**src/rtl/store_occupancy_counter.sv**
```systemverilog
// Smart-store entrance occupancy counter: per-pad sync/debounce/edge-detect feeding a saturating count.
// Optional peak tracking (peak_count port) is enabled by defining STORE_PEAK_TRACK_EN.
module store_occupancy_counter #(
  parameter int unsigned NUM_DOORS    = 2,
  parameter int unsigned CNT_W        = 8,
  parameter int unsigned MAX_OCC      = 100,
  parameter int unsigned DEBOUNCE_CYC = 4
) (
  input  logic                 clk,
  input  logic                 reset,
  input  logic [NUM_DOORS-1:0] pad_in,
  input  logic [NUM_DOORS-1:0] pad_out,
  input  logic                 clear_err,
  output logic [CNT_W-1:0]     count,
  output logic                 full,
  output logic                 empty,
  output logic                 overflow_err,
  output logic                 underflow_err
`ifdef STORE_PEAK_TRACK_EN
  ,
  output logic [CNT_W-1:0]     peak_count
`endif
);

  localparam int unsigned NP = 2 * NUM_DOORS;
  localparam int unsigned DW = (DEBOUNCE_CYC > 1) ? $clog2(DEBOUNCE_CYC) : 1;
  localparam logic [DW-1:0]          DB_LAST = DW'(DEBOUNCE_CYC - 1);
  localparam logic [CNT_W-1:0]       MAX_C   = CNT_W'(MAX_OCC);
  localparam logic signed [CNT_W+1:0] MAX_S  = (CNT_W+2)'(MAX_OCC);

  // Entry pads occupy the low half, exit pads the high half.
  logic [NP-1:0] raw, sync1, sync2, deb, deb_prev, ev;
  logic [DW-1:0] dcnt [NP];

  assign raw = {pad_out, pad_in};
  assign ev  = deb & ~deb_prev;

  always_ff @(posedge clk) begin
    if (reset) begin
      sync1    <= '0;
      sync2    <= '0;
      deb      <= '0;
      deb_prev <= '0;
      for (int unsigned i = 0; i < NP; i++) dcnt[i] <= '0;
    end else begin
      sync1    <= raw;
      sync2    <= sync1;
      deb_prev <= deb;
      for (int unsigned i = 0; i < NP; i++) begin
        if (sync2[i] == deb[i]) begin
          dcnt[i] <= '0;
        end else if (dcnt[i] == DB_LAST) begin
          deb[i]  <= sync2[i];
          dcnt[i] <= '0;
        end else begin
          dcnt[i] <= dcnt[i] + DW'(1);
        end
      end
    end
  end

  logic signed [CNT_W+1:0] inc, dec, nxt;
  logic [CNT_W-1:0]        count_d;
  logic                    over, under;

  // Entries and exits cancel before saturation is applied.
  always_comb begin
    inc = '0;
    dec = '0;
    for (int unsigned i = 0; i < NUM_DOORS; i++) begin
      inc = inc + (CNT_W+2)'(ev[i]);
      dec = dec + (CNT_W+2)'(ev[NUM_DOORS+i]);
    end
    nxt   = $signed({2'b00, count}) + inc - dec;
    over  = (nxt > MAX_S);
    under = nxt[CNT_W+1];
    if (over)       count_d = MAX_C;
    else if (under) count_d = '0;
    else            count_d = nxt[CNT_W-1:0];
  end

  always_ff @(posedge clk) begin
    if (reset) begin
      count         <= '0;
      overflow_err  <= 1'b0;
      underflow_err <= 1'b0;
    end else begin
      count <= count_d;
      // A new error in the same cycle as clear_err wins.
      if (clear_err) begin
        overflow_err  <= 1'b0;
        underflow_err <= 1'b0;
      end
      if (over)  overflow_err  <= 1'b1;
      if (under) underflow_err <= 1'b1;
    end
  end

  assign full  = (count == MAX_C);
  assign empty = (count == '0);

`ifdef STORE_PEAK_TRACK_EN
  always_ff @(posedge clk) begin
    if (reset)                    peak_count <= '0;
    else if (count_d > peak_count) peak_count <= count_d;
  end
`endif

endmodule
```
**config.mk**
```make
export PLATFORM = sky130hd
export DESIGN_NAME = store_occupancy_counter
export DESIGN_NICKNAME = d
export VERILOG_FILES = /design/src/rtl/store_occupancy_counter.sv
export SDC_FILE = /design/constraint.sdc
export NUM_CORES = 1
export LEC_CHECK = 0
export BUFFER_PORTS_ARGS = -buffer_cell sky130_fd_sc_hd__buf_4
export CORE_UTILIZATION = 45
export DETAILED_ROUTE_END_ITERATION = 16
export GPL_ROUTABILITY_DRIVEN = 1
export PLACE_DENSITY = 0.66
export SKIP_LAST_GASP = 1
export SYNTH_ARGS = -nofsm -noshare
export SYNTH_HDL_FRONTEND = slang
export SYNTH_SLANG_ARGS = --single-unit
```
**constraint.sdc**
```tcl
create_clock -name clk -period 3.33 [get_ports clk]
set_input_delay 0.333 -clock clk [delete_from_list [all_inputs] [get_ports clk]]
set_output_delay 0.333 -clock clk [all_outputs]
set_load 0.005 [all_outputs]
```
==> flow_metrics.tcl <==
set metrics [dict create \
    hold_buffers 0 \
    synth_top_area_frac 0.294 \
    place_hpwl_um 2500 \
    post_drt_wl_per_cell_um 13.5 \
    yosysWarnings 0 \
    routed_wl_um 3490 \
    reg2regPathDepth 14 \
    holdPathEnd "sync1[2]" \
    fillCellCount 343 \
    vias 1299 \
    finalHoldViolations 0 \
    max-clock-path-buffers 2 \
    cellInternalPower_mw 1.30 \
    critPathLaunch "deb[2]" \
    period_share 0.970 \
    r2r_setup_slack_ps 100 \
    core_area_um2 3720 \
    grt_usage 0.181 \
    vias_per_cell 5.03 \
    leakage_nw 0.949 \
    fin_nets 237 \
    synth_top_cell_by_area "dfxtp_1" \
    crit_arrival_ps 3460 \
    dieWidth_um 64.7 \
    switchingPower_mw 0.822 \
    slew_headroom 0.640 \
    die_h_um 64.7 \
    synth.yosys.seq_area_share 0.430 \
    synthFlopType "dfxtp_1" \
    grt_pass1_wl_um 5710 \
    ant_nets 0 \
    synth_area_um2 1770 \
    fmax_mhz 310 \
    cts_made_buffers 5 \
    rr_startpoint "deb[2]" \
    start_kind "flop" \
    first_pass_iters 4 \
    place_congestion 0.910 \
    hold_path_depth 2 \
    clock_latency_ps 280 \
    start_util 0.476 \
    outcome "complete, no violations" \
    worstHoldStart "pad_out[0]" \
    ios 19 \
    path_clk_slew_ps 70 \
    grt_pass1_vias 1258 \
    cp.required_ps 3560 \
    dr.first_iter.drc_count 51 \
    cap_violations 0 \
    antenna_cells 0 \
    vdd.ir_drop.worst_mv 0.459 \
    die-area_um2 4180 \
    power_density_nw_per_um2 958 \
    worst_pin_slew_ps 532 \
    rows 22 \
    critical_path_class "flop to flop" \
    drive_above_1_share 0.257 \
    clock-root-buffer "clkbuf_8" \
    grt_max_degree 24 \
    hold_path.class "primary input to flop" \
    ys_ff_latch 34 \
    area_delta_synth_final_pct 25.1 \
    slew_viol_final 0 \
    crit_path_max_fanout 5 \
    clockPowerShare 0.181 \
    syn_inst 174 \
    drc 0 \
    seqPwrFrac 0.242 \
    synth_cell_types 38 \
    cts_tree "built" \
    synthArstFlopShare 0 \
    antenna_found_initial 0 \
    setup_viol 0 \
    regToRegEndpoint "count[1]" \
    avgSynthCellArea_um2 10.2 \
    skew_ps 2.58 \
    p_comb_frac 0.577 \
    htreeDepth 2 \
    switching_share 0.388 \
    fin_crit_ps 3230 \
    timing.hold.ws_ps 255 \
    finalPower_mw 2.12 \
    endpoint_kind "flop" \
    cts.sinks 34 \
    synth_area_leaders "dfxtp_1 (29%), edfxtp_1 (14%), ha_1 (12%), nor2b_1 (5.7%), nor2_1 (4.0%)" \
    grt.overflow.total 0 \
    synth_edf_count 8 \
    portBuffers 18 \
]
-- Yosys cell counts (all sizes together), types with 3 or more instances --
cell / n
dfxtp: 26
nor2: 19
ha: 17
inv: 17
nor2b: 16
edfxtp: 8
xnor2: 8
a21oi: 7
nand2b: 6
mux2i: 4
nor3: 4
or3: 4
clkbuf: 3
fa: 3
nor4b: 3
o21ai: 3
-- repair_timing --
item	in CTS	in global routing
pin swaps	3	6
setup endpoints to repair	5	8
resized for setup	4	16
buffers inserted	1	6
-- kinds of logic (layout without fill, tap and decap cells) --
group           Yosys count  count (layout)  synth area share
simple gates             64              64             0.222
flops                    34              34             0.430
compound gates           22              22            0.0849
fa+ha+maj                20              20             0.154
buf+inv                  20              49            0.0425
xor+xnor                  8               8            0.0396
mux                       4               4            0.0226
other cells               2               9           0.00425
-- worst max-delay path by stage --
stage	end	slack (ps)	cells after the start
2_1_floorplan	count[4]	190	13
5_1_grt	count[1]	-20	14
4_1_cts	count[3]	40	14
6_report	count[1]	100	14
3_3_place_gp	count[4]	70	13
3_5_place_dp	count[3]	-10	13
-- state kept, by name, indices dropped and copies added, names as in the netlist --
name / flops
count: 8
dcnt: 8
deb: 4
deb_prev: 4
sync1: 4
sync2: 4
overflow_err: 1
underflow_err: 1
-- critical path, stage by stage (launching register included) --
cell and delay [ps]:
dfxtp_2 320, nor2b_2 160, fa_1 550, inv_2 40
fa_2 340, ha_2 180, inv_1 60, fa_2 230
o21ba_4 150, nor2_2 50, o21a_1 170, o22a_1 250
nor4_4 310, buf_4 180, and4b_1 180
-- per-stage QoR --
stage / TNS [ps] / util / cells / cell area (um2) / setup slack, ps
floorplan: 0 / - / 181 / 1790 / 195
global placement: 0 / 0.532 / 244 / 1980 / 71.9
detailed placement: -15.2 / 0.532 / 244 / 1980 / -13.5
CTS: 0 / 0.570 / 252 / 2120 / 35.4
global route: -33.3 / 0.595 / 258 / 2210 / -17.0
finish: 0 / 0.595 / 258 / 2210 / 100
-- routing by layer --
layer / GRT usage / part of all wire
met1: 0.227 / 0.45
met4: 0.0694 / 0.015
met5: 0 / 0
met3: 0.0493 / 0.040
met2: 0.296 / 0.50
-- layout make-up --
cell class / instances / area (um2) / area share
inverter: 17 / 63.8 / 0.0288
multi-input combinational: 127 / 1020 / 0.461
clock inverter: 1 / 30.0 / 0.0136
tap: 48 / 60.1 / 0.0271
clock buffer: 6 / 82.6 / 0.0373
sequential: 34 / 764 / 0.346
timing repair buffer: 25 / 191 / 0.0865
-- power groups by stage --
stage	Sequential [mW]	Clock [mW]	Combinational [mW]
after global routing	0.517	0.402	1.32
after global placement	0.516	0	0.946
after detailed placement	0.520	0	0.945
after floorplan	0.513	0	0.728
after CTS	0.511	0.390	1.03
final	0.512	0.384	1.22
-- layout by cell type (no fill, tap or decap), types with 2 or more instances in the layout --
master and instances:
nand2b_1 5, nor2_1 18, conb_1 9, xnor2_1 7, o21ai_0 2, mux2i_1 4
a31oi_1 2, nor4b_1 2, nand3_1 2, fa_2 2, edfxtp_1 8, nand2_1 2
inv_1 16, dfxtp_1 23, a21oi_1 6, nor3_1 3, o21a_1 2, and4b_1 2
dfxtp_2 3, nor2b_2 2, clkbuf_8 6, o21bai_1 2, buf_4 24, ha_1 16
or3_1 4, nor2b_1 14, nand3b_1 2
Note: power is estimated with default switching activity, not from simulation.
